==> src/rtl/pipe_ctrl_sched_pkg.sv <==
// ============================================================================
// pipe_ctrl_sched_pkg : shared control-word types, encodings and forward select
// Rev 1.0
// ============================================================================
`default_nettype none

package pipe_ctrl_sched_pkg;

    localparam logic [1:0] FWD_RF = 2'b00;
    localparam logic [1:0] FWD_W  = 2'b01;
    localparam logic [1:0] FWD_M  = 2'b10;

    typedef enum logic {
        RES_ALU = 1'b0,
        RES_MEM = 1'b1
    } result_src_t;

    typedef struct packed {
        logic       reg_write;
        logic       mem_write;
        logic       result_src;
        logic       branch;
        logic       alu_src;
        logic [2:0] alu_control;
        logic [4:0] rs1;
        logic [4:0] rs2;
        logic [4:0] rd;
    } ctrl_e_t;

    typedef struct packed {
        logic       reg_write;
        logic       mem_write;
        logic       result_src;
        logic [4:0] rd;
    } ctrl_m_t;

    typedef struct packed {
        logic       reg_write;
        logic       result_src;
        logic [4:0] rd;
    } ctrl_w_t;

    localparam ctrl_e_t BUBBLE_E = '0;
    localparam ctrl_m_t BUBBLE_M = '0;
    localparam ctrl_w_t BUBBLE_W = '0;

    // The younger (M) producer wins; x0 is hardwired zero and never forwards.
    function automatic logic [1:0] fwd_sel(
        input logic [4:0] rs,
        input logic       wr_m,
        input logic [4:0] rd_m,
        input logic       wr_w,
        input logic [4:0] rd_w
    );
        if (wr_m && (rd_m != 5'd0) && (rd_m == rs))
            return FWD_M;
        else if (wr_w && (rd_w != 5'd0) && (rd_w == rs))
            return FWD_W;
        else
            return FWD_RF;
    endfunction

endpackage

`default_nettype wire

==> src/rtl/forward_unit.sv <==
// ============================================================================
// forward_unit : combinational ALU operand forwarding selects for Execute
// Rev 1.0
// ============================================================================
`default_nettype none

module forward_unit (
    input  logic [4:0] rs1_e,
    input  logic [4:0] rs2_e,
    input  logic [4:0] rd_m,
    input  logic [4:0] rd_w,
    input  logic       reg_write_m,
    input  logic       reg_write_w,
    output logic [1:0] forward_a,
    output logic [1:0] forward_b
);
    import pipe_ctrl_sched_pkg::*;

    assign forward_a = fwd_sel(rs1_e, reg_write_m, rd_m, reg_write_w, rd_w);
    assign forward_b = fwd_sel(rs2_e, reg_write_m, rd_m, reg_write_w, rd_w);

endmodule

`default_nettype wire

==> src/rtl/pipe_ctrl_sched.sv <==
// ============================================================================
// pipe_ctrl_sched : E/M/W control pipeline, load-use/branch hazards, counters
// Rev 1.0
// ============================================================================
`default_nettype none

module pipe_ctrl_sched #(
    parameter int CNT_W = 32
) (
    input  logic             clk,
    input  logic             rst,
    input  logic             RegWriteD,
    input  logic             MemWriteD,
    input  logic             ResultSrcD,
    input  logic             BranchD,
    input  logic             ALUSrcD,
    input  logic [2:0]       ALUControlD,
    input  logic [4:0]       Rs1D,
    input  logic [4:0]       Rs2D,
    input  logic [4:0]       RdD,
    input  logic             ZeroE,
    input  logic             mem_wait,
    output logic             RegWriteE,
    output logic             RegWriteM,
    output logic             RegWriteW,
    output logic             MemWriteE,
    output logic             MemWriteM,
    output logic             ResultSrcE,
    output logic             ResultSrcM,
    output logic             ResultSrcW,
    output logic             BranchE,
    output logic             ALUSrcE,
    output logic [2:0]       ALUControlE,
    output logic [4:0]       RdM,
    output logic [4:0]       RdW,
    output logic             PCSrcE,
    output logic             StallF,
    output logic             StallD,
    output logic             FlushD,
    output logic [1:0]       ForwardAE,
    output logic [1:0]       ForwardBE,
    output logic [CNT_W-1:0] stall_cnt,
    output logic [CNT_W-1:0] flush_cnt
);
    import pipe_ctrl_sched_pkg::*;

    localparam logic [CNT_W-1:0] CNT_ONE = {{(CNT_W-1){1'b0}}, 1'b1};

    ctrl_e_t ctrl_d;
    ctrl_e_t e_q;
    ctrl_m_t m_q;
    ctrl_w_t w_q;
    logic    load_use;
    logic    branch_taken;
    logic    kill_e;

    assign ctrl_d = '{reg_write:   RegWriteD,
                      mem_write:   MemWriteD,
                      result_src:  ResultSrcD,
                      branch:      BranchD,
                      alu_src:     ALUSrcD,
                      alu_control: ALUControlD,
                      rs1:         Rs1D,
                      rs2:         Rs2D,
                      rd:          RdD};

    assign branch_taken = e_q.branch & ZeroE;
    assign load_use     = (e_q.result_src == RES_MEM) & e_q.reg_write &
                          (e_q.rd != 5'd0) & ((e_q.rd == Rs1D) | (e_q.rd == Rs2D));

    // A taken branch overrides load-use: the stalled instruction is on the wrong path.
    assign PCSrcE = branch_taken & ~mem_wait;
    assign FlushD = branch_taken & ~mem_wait;
    assign StallF = mem_wait | (load_use & ~branch_taken);
    assign StallD = StallF;
    assign kill_e = branch_taken | load_use;

    always_ff @(posedge clk or negedge rst) begin
        if (!rst) begin
            e_q       <= BUBBLE_E;
            m_q       <= BUBBLE_M;
            w_q       <= BUBBLE_W;
            stall_cnt <= '0;
            flush_cnt <= '0;
        end else if (!mem_wait) begin
            e_q <= kill_e ? BUBBLE_E : ctrl_d;
            m_q <= '{reg_write:  e_q.reg_write,
                     mem_write:  e_q.mem_write,
                     result_src: e_q.result_src,
                     rd:         e_q.rd};
            w_q <= '{reg_write:  m_q.reg_write,
                     result_src: m_q.result_src,
                     rd:         m_q.rd};
            if (branch_taken) begin
                if (flush_cnt != '1)
                    flush_cnt <= flush_cnt + CNT_ONE;
            end else if (load_use) begin
                if (stall_cnt != '1)
                    stall_cnt <= stall_cnt + CNT_ONE;
            end
        end
    end

    assign RegWriteE   = e_q.reg_write;
    assign MemWriteE   = e_q.mem_write;
    assign ResultSrcE  = e_q.result_src;
    assign BranchE     = e_q.branch;
    assign ALUSrcE     = e_q.alu_src;
    assign ALUControlE = e_q.alu_control;
    assign RegWriteM   = m_q.reg_write;
    assign MemWriteM   = m_q.mem_write;
    assign ResultSrcM  = m_q.result_src;
    assign RdM         = m_q.rd;
    assign RegWriteW   = w_q.reg_write;
    assign ResultSrcW  = w_q.result_src;
    assign RdW         = w_q.rd;

    forward_unit u_forward_unit (
        .rs1_e       (e_q.rs1),
        .rs2_e       (e_q.rs2),
        .rd_m        (m_q.rd),
        .rd_w        (w_q.rd),
        .reg_write_m (m_q.reg_write),
        .reg_write_w (w_q.reg_write),
        .forward_a   (ForwardAE),
        .forward_b   (ForwardBE)
    );

endmodule

`default_nettype wire

==> config.mk <==
export PLATFORM = sky130hd
export DESIGN_NAME = pipe_ctrl_sched
export DESIGN_NICKNAME = d
export VERILOG_FILES = /design/src/rtl/pipe_ctrl_sched_pkg.sv /design/src/rtl/forward_unit.sv /design/src/rtl/pipe_ctrl_sched.sv
export SDC_FILE = /design/constraint.sdc
export NUM_CORES = 1
export LEC_CHECK = 0
export ABC_AREA = 1
export CORE_MARGIN = 4
export CORE_UTILIZATION = 47
export CTS_BUF_LIST = sky130_fd_sc_hd__clkbuf_16
export DETAILED_ROUTE_END_ITERATION = 16
export PLACE_DENSITY = 0.79
export SETUP_SLACK_MARGIN = 0.02
export SYNTH_ARGS = -nofsm -noshare
export SYNTH_HDL_FRONTEND = slang
export SYNTH_SLANG_ARGS = --single-unit
export TNS_END_PERCENT = 50
==> constraint.sdc <==
create_clock -name clk -period 1.7 [get_ports clk]
set_input_delay 0.17 -clock clk [delete_from_list [all_inputs] [get_ports clk]]
set_output_delay 0.17 -clock clk [all_outputs]
set_load 0.005 [all_outputs]
=== Yosys cells after proc, flatten, opt, wreduce, memory -nomap -nowiden ===
Cells that the tools add are included.

* Bits in read-only memories: 0
* Bits in latches: 0
* Flip-flop bits (word level): 102
* Output and inout port bits: 95
* Logic and storage cells: 55
* Memories kept: 0
* Bits in writable memories: 0

* Muxes and demuxes: 5
* Equal/unequal tests: 8
* Divide/modulo/power cells: 0
* Bitwise operators: 11
* Reduce and logical (&&, ||, !) cells: 11
* Add/sub/neg operators: 2
* Shifts and indexed selects: 0
* Order comparisons: 0
* Multipliers: 0

{| class="wikitable"
|+ Operators with widths
! cell !! number
|-
| 32-bit by 1-bit adder with 32-bit output, second input constant || 2
|-
| 32-bit != test, second input constant || 2
|-
| 5-bit equality test || 6
|-
| 23-bit 2-to-1 mux || 1
|-
| 5-bit nonzero test || 3
|-
| 1-bit bitwise AND || 6
|-
| 1-bit logical AND || 6
|-
| 2-bit 2-to-1 mux || 2
|-
| 4-bit AND reduction || 1
|-
| 1-bit OR || 3
|-
| 3-bit AND reduction || 1
|-
| 1-bit 2-to-1 mux || 2
|-
| 1-bit NOT || 2
|}

=== Logic depth before layout (Yosys ltp) ===
Gate-level depths: netlist (run 1).

* Word-level depth: 5
* Mapped depth: 11
* Mapped depth without buffers: 11

=== Modules after synthesis ===
A second synthesis (run 1) with hierarchy kept.

* Cell total of the unflattened synthesis: 892
* Area total of the unflattened synthesis: 6137.1 sq um

{| class="wikitable"
|+ By module, submodules not included
! module !! times used !! area an instance (sq um) !! cells an instance
|-
| pipe_ctrl_sched || 1 || 5774.3 || 811
|-
| forward_unit || 1 || 362.8 || 81
|}

=== Worst setup path after synthesis (run 1) ===
OpenSTA, ideal clock, no wires.

* Path type: reg-to-reg
* From: reg flush_cnt[0]
* To: reg flush_cnt[20]
* Period minus slack after synthesis: 1770 ps
* Slack: -70 ps
* Stages on the path, launching flop included: 12
* Library setup time: 117 ps
* Arrival: 1653 ps
* Required time: 1583 ps
* Path buffers: 1
* Cells stage by stage: dfrtp_1 > ha_1 > nand2_1 > nor3_4 > nand2_2 > nor2_4 > nand2_2 > nand2_4 > inv_4 > buf_6 > nand3b_2 > nand2_1

* Word-level cells in the longest chain between the ends: 2
* Elaborated cells on any way between the ends: 3

{| class="wikitable"
|+ RTL lines
! what !! RTL line !! RTL
|-
| start: declaration || pipe_ctrl_sched.sv:43 || <nowiki>output logic [CNT_W-1:0] flush_cnt</nowiki>
|-
| start signal: assignment || pipe_ctrl_sched.sv:96 || <nowiki>flush_cnt <= flush_cnt + CNT_ONE;</nowiki>
|-
| parallel branches: the longest is 2 deep, another holds 32-bit by 1-bit adder with 32-bit output || - ||
|}

Parallel ways; which one is timed is not known.
A chain may end at the register's enable or synchronous reset.

=== Worst setup path in the final report (run 1) ===
* From: reg m_q (netlist bit RdM[1])
* To: out ForwardAE[0]

* Word-level cells in the longest chain between the ends: 4
* Elaborated cells on any way between the ends: 5

{| class="wikitable"
|+ RTL lines
! what !! RTL line !! RTL
|-
| start: declaration || pipe_ctrl_sched.sv:51 || <nowiki>ctrl_m_t m_q;</nowiki>
|-
| start signal: assignment || pipe_ctrl_sched.sv:87 || <nowiki>m_q <= '{reg_write: e_q.reg_write,</nowiki>
|-
| 5-bit nonzero test || pipe_ctrl_sched_pkg.sv:55 || <nowiki>if (wr_m && (rd_m != 5'd0) && (rd_m == rs))</nowiki>
|-
| 1-bit logical AND || pipe_ctrl_sched_pkg.sv:55 ||
|-
| 1-bit logical AND (*) || pipe_ctrl_sched_pkg.sv:55 ||
|-
| 2-bit 2-to-1 mux (*) || pipe_ctrl_sched_pkg.sv:55 ||
|-
| end: declaration || pipe_ctrl_sched.sv:40 || <nowiki>output logic [1:0] ForwardAE,</nowiki>
|}

Every way passes the cells marked *; elsewhere a longest branch is shown, timed or not.

==> impl_metrics.tcl, run 1 <==
set metrics [dict create \
    grt_start_max_net_pins 42 \
    path_cells "buf_6 > xor2_1 > nor4_1 > buf_4 > nor2_2 > buf_2" \
    dpl_cell_area_mm2 0.008382 \
    routed_via_density 5.106 \
    overflow 0 \
    die_x_um 122.1 \
    clk_path_buf_depth 2 \
    synth_area_mm2 0.006113 \
    critPathTopFamily "buffers and inverters" \
    startpoint_type "flip-flop" \
    synthMuxAreaShare 0 \
    clk_latency_ps 350 \
    io_pins 122 \
    antenna_left 0 \
    die_y_um 122.1 \
    path_clk_slew_ps 70 \
    wl_per_cell_um 15.18 \
    num-fill-cells 995 \
    core_area_mm2 0.01267 \
    initial_core_util 0.4825 \
    diodes 0 \
    crit_slowest_cell "dfrtp_1" \
    crit_path_max_incr_delay_ps 420 \
    grt_antenna_before_repair 0 \
    avgSynthCellArea_um2 7.076 \
    highest_layer "met4" \
    hold_viol_final 0 \
    slew_violations 0 \
    p_sw_w 0.001922 \
    route.detailed.drc 0 \
    failed_checks "negative setup slack" \
    crit_required_ps 1530 \
    drive_above_1_share 0.2197 \
    row_count 41 \
    powerDensity_mw_per_mm2 703.9 \
    dp_hpwl_mm 13.68 \
    tightest_slew_ps 440.3 \
    yosysWarnings 0 \
    clockPowerShare 0.318 \
    arrival_ps 1750 \
    synth_compound_area_frac 0.05096 \
    first_pass_iters 5 \
    io_buffer_count 121 \
    drt-met1-wl_mm 8.001 \
    synthArstFlopShare 1.000 \
    cp-end-kind "output port" \
    hp-class "in2async" \
    wl_mm 19.54 \
    swShare 0.2996 \
    areaGrowthSynthToFinish_pct 49.10 \
    synth_top_family_by_area "simple AND/OR/NAND/NOR gates" \
    clock_sinks 102 \
    total_power_w 0.006416 \
    pwr-share-seq 0.441 \
    synth_flop_cell "dfrtp_1" \
    skew_ps 6.718 \
    ys_types 32 \
    ys_seq_elements 102 \
    worstPathMaxFanout 3 \
    ys_seq_area_frac 0.4175 \
    path_buf_inv 3 \
    grt_pass1_vias 6223 \
    synthesis.nets 893 \
    synth_edf_count 0 \
    die_area_mm2 0.01490 \
    setup_violations 39 \
    slew_headroom 0.7064 \
    dr_wl_met2_mm 9.641 \
    rsz0062_at_grt "yes" \
    dr_total_vias 6572 \
    fmax_ghz 0.5214 \
    vdd_ir_drop_max_mv 0.4735 \
    leakagePower_nw 4.265 \
    synth-xor-area-share 0.09312 \
    cts_tree "built" \
    finalWorstSetupSlack_ps -217.8 \
    routed-wl-met3_mm 1.291 \
    post-route-min-period_ps 1918 \
    p_int_w 0.004494 \
    cts_root_buffer "clkbuf_16" \
    fin_crit_sh 1.128 \
    grt_pass1_wl_mm 29.62 \
    whs_ps 291.6 \
    gp_congestion 0.9489 \
    cap_violations 0 \
    detail_route.iter0.violations 582 \
    status "finished, violations left" \
    cts_made_buffers 9 \
    track_usage 0.2492 \
    stdcell_area_mm2 0.009115 \
    synthCells 864 \
    critPathKind "reg2out" \
    h-tree-depth 3 \
    nets 1139 \
    combPwrFrac 0.241 \
    synthSimpleGateAreaFrac 0.3606 \
    synth_fa_ha_area_frac 0.004093 \
]
path summary, 6_finish.rpt:
path                            slack, ps  cells past startpoint                startpoint                  endpoint
worst max-delay path                 -220                      6        RdM[1]$_DFFE_PN0N_              ForwardAE[0]
worst min-delay path                  290                      2                       rst  flush_cnt[1]$_DFFE_PN0P_
worst max register to register       -130                     12  stall_cnt[0]$_DFFE_PN0P_  stall_cnt[5]$_DFFE_PN0P_
worst min register to register        500                      2       ALUSrcE$_DFFE_PN0N_       ALUSrcE$_DFFE_PN0N_
max in group asynchronous             840                      3                       rst        RdM[0]$_DFFE_PN0N_
min in group clk                      380                      3                    RdD[3]        e_q[3]$_DFFE_PN0N_
kinds of logic (layout without fill, tap and decap cells):
family                     count (synthesis)  after routing
AOI/OAI and AO/OA                         55             55
xor gates and xnor gates                  65             65
adders and majority gates                  2              2
buffers and inverters                     97            348
DFF                                      102            102
and+or+nand+nor                          543            543
area by class of cell:
type	count	area, um^2	share of cell area
Clock buffer	9	225.2	0.02471
Clock inverter	7	61.31	0.006726
Inverter	71	271.5	0.02979
Multi-Input combinational cell	665	3329	0.3653
Sequential cell	102	2560	0.2809
Tap cell	172	215.2	0.02361
Timing Repair Buffer	261	2452	0.2690
power groups by stage:
stage               Sequential, W  Combinational (W)  Clock [W]
floorplan                 0.00287           0.000555          0
global route              0.00285            0.00170    0.00217
detailed placement        0.00285            0.00143          0
finish                    0.00283            0.00155    0.00204
global placement          0.00284            0.00140          0
CTS                       0.00281            0.00149    0.00207
cell usage in the layout (no fill, tap or decap), drive strengths merged, types with 2 or more instances in the layout:
master / count
nand2: 384
buf: 146
clkdlybuf4s50: 108
dfrtp: 102
nor2: 100
inv: 77
o21ai: 44
xor2: 37
xnor2: 28
nor3: 21
nand3: 20
clkbuf: 12
o22ai: 9
nand3b: 9
nand4: 8
ha: 2
dlygate4sd2: 2
registers in the layout (all words and copies together) (netlist names):
| register | count |
|---|---|
| flush_cnt | 32 |
| stall_cnt | 32 |
| e_q | 15 |
| RdM | 5 |
| RdW | 5 |
| ALUControlE | 3 |
| ALUSrcE | 1 |
| BranchE | 1 |
| MemWriteE | 1 |
| MemWriteM | 1 |
| RegWriteE | 1 |
| RegWriteM | 1 |
| RegWriteW | 1 |
| ResultSrcE | 1 |
| ResultSrcM | 1 |
| ResultSrcW | 1 |
Yosys cell counts (2+ instances only):
cell | instances | area (um^2)
nand2_2 | 5 | 31.28
nand3b_1 | 7 | 52.55
nand2_1 | 378 | 1419
xnor2_1 | 28 | 245.2
o21ai_2 | 6 | 52.55
clkbuf_1 | 8 | 30.03
buf_4 | 10 | 75.07
ha_1 | 2 | 25.02
o22ai_1 | 9 | 56.30
nor2_1 | 96 | 360.4
inv_2 | 3 | 11.26
o21ai_0 | 37 | 185.2
buf_6 | 6 | 67.56
nand4_1 | 8 | 50.05
xor2_1 | 37 | 324.1
nor3_1 | 19 | 95.09
nor2_2 | 3 | 18.77
nand3_1 | 20 | 100.1
nand3b_2 | 2 | 22.52
dfrtp_1 | 102 | 2552
inv_1 | 67 | 251.5
repair_timing:
| action | in CTS | in global routing |
|---|---|---|
| pin swaps | 20 | 41 |
| endpoints found under the hold margin | 29 | 0 |
| resized for setup | 52 | 63 |
| setup endpoints to repair | 45 | 95 |
| hold buffers | 1 | 0 |
| gates cloned | 0 | 6 |
| buffers inserted | 11 | 8 |
metal layers:
metal	track usage	vias up
li1	-	3166
met1	0.3168	3086
met2	0.4289	273
met3	0.03900	47
met4	0.09307	0
met5	0	-
through the flow:
stage / setup slack, ps / utilization / cells / TNS [ps]
floorplan: 34.32 / - / 864 / 0
global placement: -275.6 / 0.6615 / 1248 / -5769
detailed placement: -327.3 / 0.6615 / 1248 / -9584
CTS: -141.6 / 0.6942 / 1276 / -3172
global route: -343.3 / 0.7194 / 1287 / -8110
finish: -217.8 / 0.7194 / 1287 / -4215
No activity file was read; power rests on OpenSTA's default activity.
==> inputs of run 2 (changes only) <==
--- a/config.mk
+++ b/config.mk
@@ -6,6 +6,7 @@
 export NUM_CORES = 1
 export LEC_CHECK = 0
 export ABC_AREA = 1
+export CAP_MARGIN = 20
 export CORE_MARGIN = 4
 export CORE_UTILIZATION = 47
 export CTS_BUF_LIST = sky130_fd_sc_hd__clkbuf_16
==> results of run 2 <==
The final DEF is identical to that of run 1; final timing and power are the same.
